`src/rtl/pool2_sequencer.sv`:
```
// 2x2 max-pool sequencer: walks a CHANNELS x IN_DIM x IN_DIM feature buffer and writes window maxima.
// Latency: first read 1 cycle after start, each write 2 cycles after its window's last read, done 1 cycle after last write.
// Backpressure: hold stalls read issue and counters; in-flight reads still complete. Define POOL2_RELU_EN to clamp outputs at 0.
module pool2_sequencer #(
    parameter int BITWIDTH = 32,
    parameter int CHANNELS = 2,
    parameter int IN_DIM   = 10,
    localparam int OUT_DIM = IN_DIM / 2,
    localparam int AW      = $clog2(CHANNELS * IN_DIM * IN_DIM),
    localparam int WAW     = $clog2(CHANNELS * OUT_DIM * OUT_DIM)
) (
    input  logic                clk,
    input  logic                rst_n,
    input  logic                start,
    input  logic                hold,
    output logic                busy,
    output logic                done,
    output logic                rd_en,
    output logic [AW-1:0]       rd_addr,
    input  logic [BITWIDTH-1:0] rd_data,
    output logic                wr_en,
    output logic [WAW-1:0]      wr_addr,
    output logic [BITWIDTH-1:0] wr_data
);
    localparam int CW   = (CHANNELS > 1) ? $clog2(CHANNELS) : 1;
    localparam int OW   = (OUT_DIM > 1) ? $clog2(OUT_DIM) : 1;
    localparam int NWIN = CHANNELS * OUT_DIM * OUT_DIM;

    typedef enum logic [1:0] {IDLE, RUN, DRAIN} state_t;

    state_t              r_state;
    logic                r_busy, r_done, r_rd_en, r_wr_en;
    logic [AW-1:0]       r_rd_addr;
    logic [WAW-1:0]      r_wr_addr, r_rd_waddr, r_d_waddr;
    logic [BITWIDTH-1:0] r_wr_data, r_acc;
    logic [CW-1:0]       r_c;
    logic [OW-1:0]       r_i, r_j;
    logic [1:0]          r_q, r_rd_q, r_d_q;
    logic                r_d_vld;

    logic                w_issue, w_last_rd;
    logic [AW-1:0]       w_rd_addr;
    logic [WAW-1:0]      w_wr_addr;
    logic [BITWIDTH-1:0] w_max, w_out;

    assign w_issue   = ((r_state == IDLE && start) || r_state == RUN) && !hold;
    assign w_last_rd = (r_q == 2'd3) && (r_j == OW'(OUT_DIM - 1)) &&
                       (r_i == OW'(OUT_DIM - 1)) && (r_c == CW'(CHANNELS - 1));

    // q[0] selects the odd row, q[1] the odd column of the window.
    assign w_rd_addr = AW'(r_c) * AW'(IN_DIM * IN_DIM) + AW'({r_i, r_q[0]}) * AW'(IN_DIM)
                     + AW'({r_j, r_q[1]});
    assign w_wr_addr = WAW'(r_c) * WAW'(OUT_DIM * OUT_DIM) + WAW'(r_i) * WAW'(OUT_DIM) + WAW'(r_j);

    assign w_max = (r_d_q == 2'd0) ? rd_data :
                   (($signed(rd_data) > $signed(r_acc)) ? rd_data : r_acc);
`ifdef POOL2_RELU_EN
    assign w_out = w_max[BITWIDTH-1] ? '0 : w_max;
`else
    assign w_out = w_max;
`endif

    always_ff @(posedge clk or negedge rst_n) begin
        if (!rst_n) begin
            r_state    <= IDLE;
            r_busy     <= 1'b0;
            r_done     <= 1'b0;
            r_rd_en    <= 1'b0;
            r_rd_addr  <= '0;
            r_rd_q     <= '0;
            r_rd_waddr <= '0;
            r_c        <= '0;
            r_i        <= '0;
            r_j        <= '0;
            r_q        <= '0;
            r_d_vld    <= 1'b0;
            r_d_q      <= '0;
            r_d_waddr  <= '0;
            r_acc      <= '0;
            r_wr_en    <= 1'b0;
            r_wr_addr  <= '0;
            r_wr_data  <= '0;
        end else begin
            r_done <= 1'b0;
            case (r_state)
                IDLE: if (start) begin
                    r_state <= RUN;
                    r_busy  <= 1'b1;
                end
                RUN: if (w_issue && w_last_rd) r_state <= DRAIN;
                DRAIN: begin
                    if (r_done) begin
                        r_state <= IDLE;
                        r_busy  <= 1'b0;
                    end else if (r_wr_en && r_wr_addr == WAW'(NWIN - 1)) begin
                        r_done <= 1'b1;
                    end
                end
                default: r_state <= IDLE;
            endcase

            r_rd_en <= w_issue;
            if (w_issue) begin
                r_rd_addr  <= w_rd_addr;
                r_rd_q     <= r_q;
                r_rd_waddr <= w_wr_addr;
                r_q        <= r_q + 2'd1;
                if (r_q == 2'd3) begin
                    if (r_j == OW'(OUT_DIM - 1)) begin
                        r_j <= '0;
                        if (r_i == OW'(OUT_DIM - 1)) begin
                            r_i <= '0;
                            r_c <= (r_c == CW'(CHANNELS - 1)) ? '0 : r_c + 1'b1;
                        end else begin
                            r_i <= r_i + 1'b1;
                        end
                    end else begin
                        r_j <= r_j + 1'b1;
                    end
                end
            end

            // Stage aligned with rd_data: tags of the read issued last cycle.
            r_d_vld   <= r_rd_en;
            r_d_q     <= r_rd_q;
            r_d_waddr <= r_rd_waddr;

            r_wr_en <= 1'b0;
            if (r_d_vld) begin
                r_acc <= w_max;
                if (r_d_q == 2'd3) begin
                    r_wr_en   <= 1'b1;
                    r_wr_addr <= r_d_waddr;
                    r_wr_data <= w_out;
                end
            end
        end
    end

    assign busy    = r_busy;
    assign done    = r_done;
    assign rd_en   = r_rd_en;
    assign rd_addr = r_rd_addr;
    assign wr_en   = r_wr_en;
    assign wr_addr = r_wr_addr;
    assign wr_data = r_wr_data;
endmodule
```
`config.mk`:
```
export PLATFORM = sky130hd
export DESIGN_NAME = pool2_sequencer
export DESIGN_NICKNAME = d
export VERILOG_FILES = /design/src/rtl/pool2_sequencer.sv
export SDC_FILE = /design/constraint.sdc
export NUM_CORES = 1
export LEC_CHECK = 0
export CORE_MARGIN = 1
export CORE_UTILIZATION = 55
export DETAILED_ROUTE_END_ITERATION = 16
export HOLD_SLACK_MARGIN = 0.03
export PLACE_DENSITY = 0.81
export SYNTH_ARGS = -nofsm -noshare
export SYNTH_HDL_FRONTEND = slang
export SYNTH_SLANG_ARGS = --single-unit
```
`constraint.sdc`:
```
create_clock -name clk -period 2.9 [get_ports clk]
set_input_delay 0.87 -clock clk [delete_from_list [all_inputs] [get_ports clk]]
set_output_delay 0.87 -clock clk [all_outputs]
set_load 0.005 [all_outputs]
```
---- Word level (Yosys, flattened, before mapping) ----
Index checks and enable logic that the tools add are counted.
word-level totals
  logic and storage cells ................. 76
  latch bits .............................. 0
  memories ................................ 0
  bits in read-only memories .............. 0
  input bits .............................. 36
  output and inout bits ................... 50
  register bits after elaboration ......... 110
  RAM bits ................................ 0
operators by class
  bitwise operators ....................... 0
  equal/unequal tests ..................... 10
  $mul .................................... 4
  mux-type cells .......................... 17
  add/sub/neg operators ................... 8
  shifts and indexed selects .............. 0
  divide/modulo/power cells ............... 0
  $lt $le $gt $ge ......................... 1
  reductions and logical operators ........ 18
operators with widths
  kind                                              count
  2-to-1 mux 32 bit                                 2
  greater-than comparator 32 bit                    1
  multiplier 1 x 5 -> 6 bit, second input constant  2
  AND reduction 3 bit                               3
  adder 8 x 4 -> 8 bit                              1
  adder 8 bit                                       1
  2-to-1 mux 1 bit                                  8
  logical AND 1 bit                                 7
  multiplier 4 x 3 -> 7 bit, second input constant  1
  adder 3 x 1 -> 3 bit, second input constant       2
  adder 6 x 3 -> 6 bit                              1
  adder 6 bit                                       1
  == test 2 bit, second input constant              3
  == test 3 bit, second input constant              2
  == test 6 bit, second input constant              1
  multiplier 3 x 3 -> 6 bit, second input constant  1
  2-to-1 mux 2 bit                                  3
  2-to-1 mux 3 bit                                  2
  one-hot mux 2 bit (3 select lines)                1
  logical NOT 2 bit                                 2
  != test 2 bit, second input constant              2
  AND reduction 2 bit                               2
  AND reduction 4 bit                               1
  adder 2 x 1 -> 2 bit, second input constant       1
  7 further kinds                                   7

---- Depth between registers and ports, before layout ----
  depth in word-level cells ............... 7
  mapped depth ............................ 10
  depth with buffers taken out ............ 10

---- Worst setup path after synthesis ----
OpenSTA, ideal clock, no wires.
  path type ............................... input port to flip-flop
  start ................................... input rd_data[14]
  end ..................................... register r_acc[10]
  stages .................................. 9
  setup time .............................. 125 ps
  required time ........................... 2,775 ps
  path slack .............................. -176 ps
  buffers on the path ..................... 1
  arrival ................................. 2,951 ps
  cell sequence ........................... ha_1 a21oi_1 nand2_1 a221o_1 o31ai_2 nor2_1 nor3_4 buf_6 mux2_4
between the ends
  word-level cells in the longest chain between the ends .. 3
ends and longest elaborated chain
  what                            line  source
  start: declaration              20    input logic [BITWIDTH-1:0] rd_data,
  greater-than comparator 32 bit  56    (($signed(rd_data) > $signed(r_acc)) ? rd_data : r_acc);
  2-to-1 mux 32 bit               56
  2-to-1 mux 32 bit               55    assign w_max = (r_d_q == 2'd0) ? rd_data :
  end signal: assignment          130   r_acc <= w_max;
  end: declaration                35    logic [BITWIDTH-1:0] r_wr_data, r_acc;
Every way passes these cells.
A chain may end at the register's enable or synchronous reset.

---- Final worst setup path ----
  start ................................... input rd_data[4]
  end ..................................... register r_acc[25]
The elaborated chain is that of the path after synthesis.

==> results.ini <==
[logic_synthesis]
synthTopCellsByArea = dfrtp_1 46%, ha_1 12%, mux2_4 7.6%
async_flop_share_pct = 100.0
syn_area_mm2 = 0.005948
synth_cells = 574
synth_cell_type_count = 42
ys_ff_latch = 109
synth_top_area_cell = dfrtp_1
yosysWarnings = 0
syn_area_per_cell_um2 = 10.36
synth_edf_count = 0
syn_nets = 672
synth.top_cell.area_share_pct = 45.86
yosys_most_used_dff = dfrtp_1
ys_seq_area_share_pct = 45.86

[final_layout]
drive_above_1_share_pct = 29.33
nets = 809
area_growth_pct = 39.10

[placed_design]
pre_cts_ws_ns = -0.8638
io_buffer_count = 85
dp_hpwl_mm = 9.806
gp_congestion = 0.8651

[power]
powerDensity_mw_per_mm2 = 1184
peakVddDrop_mv = 0.6463
power.leakage_nw = 3.769

[clock_tree]
clk-insertion-delay-late_ns = 0.39
clock_path_buffers = 2
numCtsBuffers = 9
cts.sinks = 109
ctsHoldBuffers = 0
cts_tree = built
path_clk_slew_ns = 0.10
root_buffer = clkbuf_8
cts-htree-levels = 3

[setup_path]
crit_type = in2reg
worstPathMaxFanout = 5
rrSetupSlack_ns = 0.01
cp-start-kind = primary input
arrival_ns = 3.24
end_kind = flop
timing.critical_path.required_ns = 3.17

[routing]
dr_total_vias = 5142
dr.pass1.iters = 5
wl_per_cell_um = 20.50
drtIter0Drc = 348
viasPerCell = 6.028
routed_wirelength_mm = 17.49
drc = 0
ant_nets = 0

[timing]
max-slew-margin-rel_pct = 49.69
setup_viol = 26
rsz0062_at_grt = yes
fmax_mhz = 336.3
timing_hold_violations_final = 0
min_period_over_period_pct = 102.5
setup_ws_ns = -0.07372
drv_slew = 0
setup-tns-final_ns = -1.031
skew_ns = 0.01257
worst_slew_pin_slew_ns = 0.7546
finalCriticalPeriod_ns = 2.974

[global_route]
grt_usage_pct = 30.74
grt_pass1_wl_mm = 26.60
grt_max_degree = 110
antenna_found_initial = 1
grt_pass1_vias = 5216
grt.overflow.total = 0

[floorplan]
die_y_um = 106.0
die_w_um = 106.0
io-pin-count = 86
coreArea_mm2 = 0.01042
rows = 37
initial_utilization_pct = 57.11
dieArea_mm2 = 0.01123

[flow_run]
cap_viol_max_count = 0

[outcome]
outcome = finished, violations left
violations = negative setup slack

[min_path]
hold_path.class = reg2reg

[power breakdown]
| part | internal (mW) | switching (mW) |
|---|---|---|
| registers | 2.19 | 0.557 |
| clock network | 0.453 | 0.563 |
| logic | 3.22 | 2.82 |
[cell families (layout without fill, tap and decap cells)]
| kind of cell | count (synthesis) | after routing | share of synthesized area [%] |
|---|---|---|---|
| AO/OA/AOI/OAI | 120 | 120 | 11.72 |
| XOR/XNOR | 11 | 11 | 1.620 |
| buffers and inverters | 80 | 222 | 5.616 |
| multiplexers | 39 | 39 | 9.276 |
| flip-flops | 109 | 109 | 45.86 |
| AND/OR/NAND/NOR | 153 | 153 | 11.99 |
| other | 0 | 1 | 0 |
| adder cells (fa/ha/maj) | 62 | 62 | 13.93 |
[cell usage in the layout, fill, tap and decap left out, types with 11 or more instances in the layout]
cell             netlist  final
clkdlybuf4s50_1        0     52
buf_6                  3     14
ha_4                   0     29
buf_4                  1     44
o21ai_0               53     43
nand2_1               45     44
clkbuf_8               0     11
dfrtp_1              109    109
nor2_1                43     42
inv_1                 52     52
mux2_4                30     32
a31oi_1               35     33
buf_2                  3     16
ha_1                  55     26
nand3_1               42     41
[path summary, 6_finish.rpt]
path	cells past startpoint	endpoint	startpoint
worst max-delay path	13	r_acc[25]	rd_data[4]
worst min-delay path	0	r_d_q[0]	r_rd_q[0]
worst max register to register	13	r_acc[25]	r_acc[29]
worst min register to register	0	r_d_q[0]	r_rd_q[0]
max in group asynchronous	2	wr_data[25]	rst_n
min in group asynchronous	2	r_acc[6]	rst_n
[stage by stage]
stage | power (mW) | instance area (um^2) | hold WS, ns | utilization (%) | instances
global placement | 7.199 | 7513 | 0.3583 | 72.13 | 814
finish | 9.799 | 8274 | 0.3910 | 79.44 | 853
detailed placement | 7.443 | 7513 | 0.3597 | 72.13 | 814
CTS | 9.134 | 8113 | 0.3900 | 77.89 | 847
floorplan | 5.664 | 6198 | 0.3535 | - | 574
global route | 10.42 | 8274 | 0.3944 | 79.44 | 853
[registers in the layout (all words and copies together), names as in the netlist]
| register | count |
|---|---|
| r_state | 2 |
| r_rd_q | 1 |
| wr_en | 1 |
| r_c | 1 |
| wr_addr | 6 |
| r_rd_waddr | 6 |
| busy | 1 |
| r_q | 2 |
| rd_addr | 8 |
| r_d_waddr | 6 |
| r_acc | 32 |
| rd_en | 1 |
| wr_data | 32 |
| r_d_q | 2 |
| r_i | 3 |
| r_d_vld | 1 |
| r_j | 3 |
| done | 1 |
[synth_stat cells, types with 2 or more instances]
cell,instances
mux2_2,9
o21ai_0,53
xnor2_1,7
buf_2,3
nor2b_1,2
buf_6,3
fa_1,7
nand2_1,45
nor3_1,2
a21o_1,6
ha_1,55
a31oi_1,35
nand4_1,8
inv_1,52
nand3_1,42
clkbuf_2,3
nor2_1,43
clkbuf_1,18
dfrtp_1,109
xor2_1,4
a21oi_1,17
a221o_1,2
mux2_4,30
[critical path, cell delays in order]
cell and delay [ns]:
clkdlybuf4s15_1 0.24, ha_4 0.30, nand4_1 0.12, buf_6 0.16
nor4_4 0.28, nand2_2 0.13, nand3_4 0.12, o21ai_4 0.07
nor3_4 0.21, buf_6 0.16, buf_12 0.14, buf_12 0.13
mux2_4 0.30
[routing by layer]
layer,vias up,part of all wire [%],global-route usage [%]
met4,0,4.3,14.88
met3,60,5.8,5.395
met2,258,50,52.94
met5,-,0,0
met1,2553,40,37.35
li1,2271,-,-
[final cells by class]
type	count	area, um^2
timing repair buffer	154	1500
tap	136	170.2
sequential	109	2728
inverter	52	195.2
clock buffer	12	155.1
multi-input combinational	385	3468
antenna	1	2.502
fill	615	2142
clock inverter	4	55.05
[timing repair]
action                                 4_1_cts  5_1_grt
setup endpoints to repair                   64       64
pin swaps                                   42       36
endpoints found under the hold margin        0        0
gates resized for setup                    130       61
buffers inserted                            12        4
cloned                                       5        1
(Power assumes the default switching activity.)
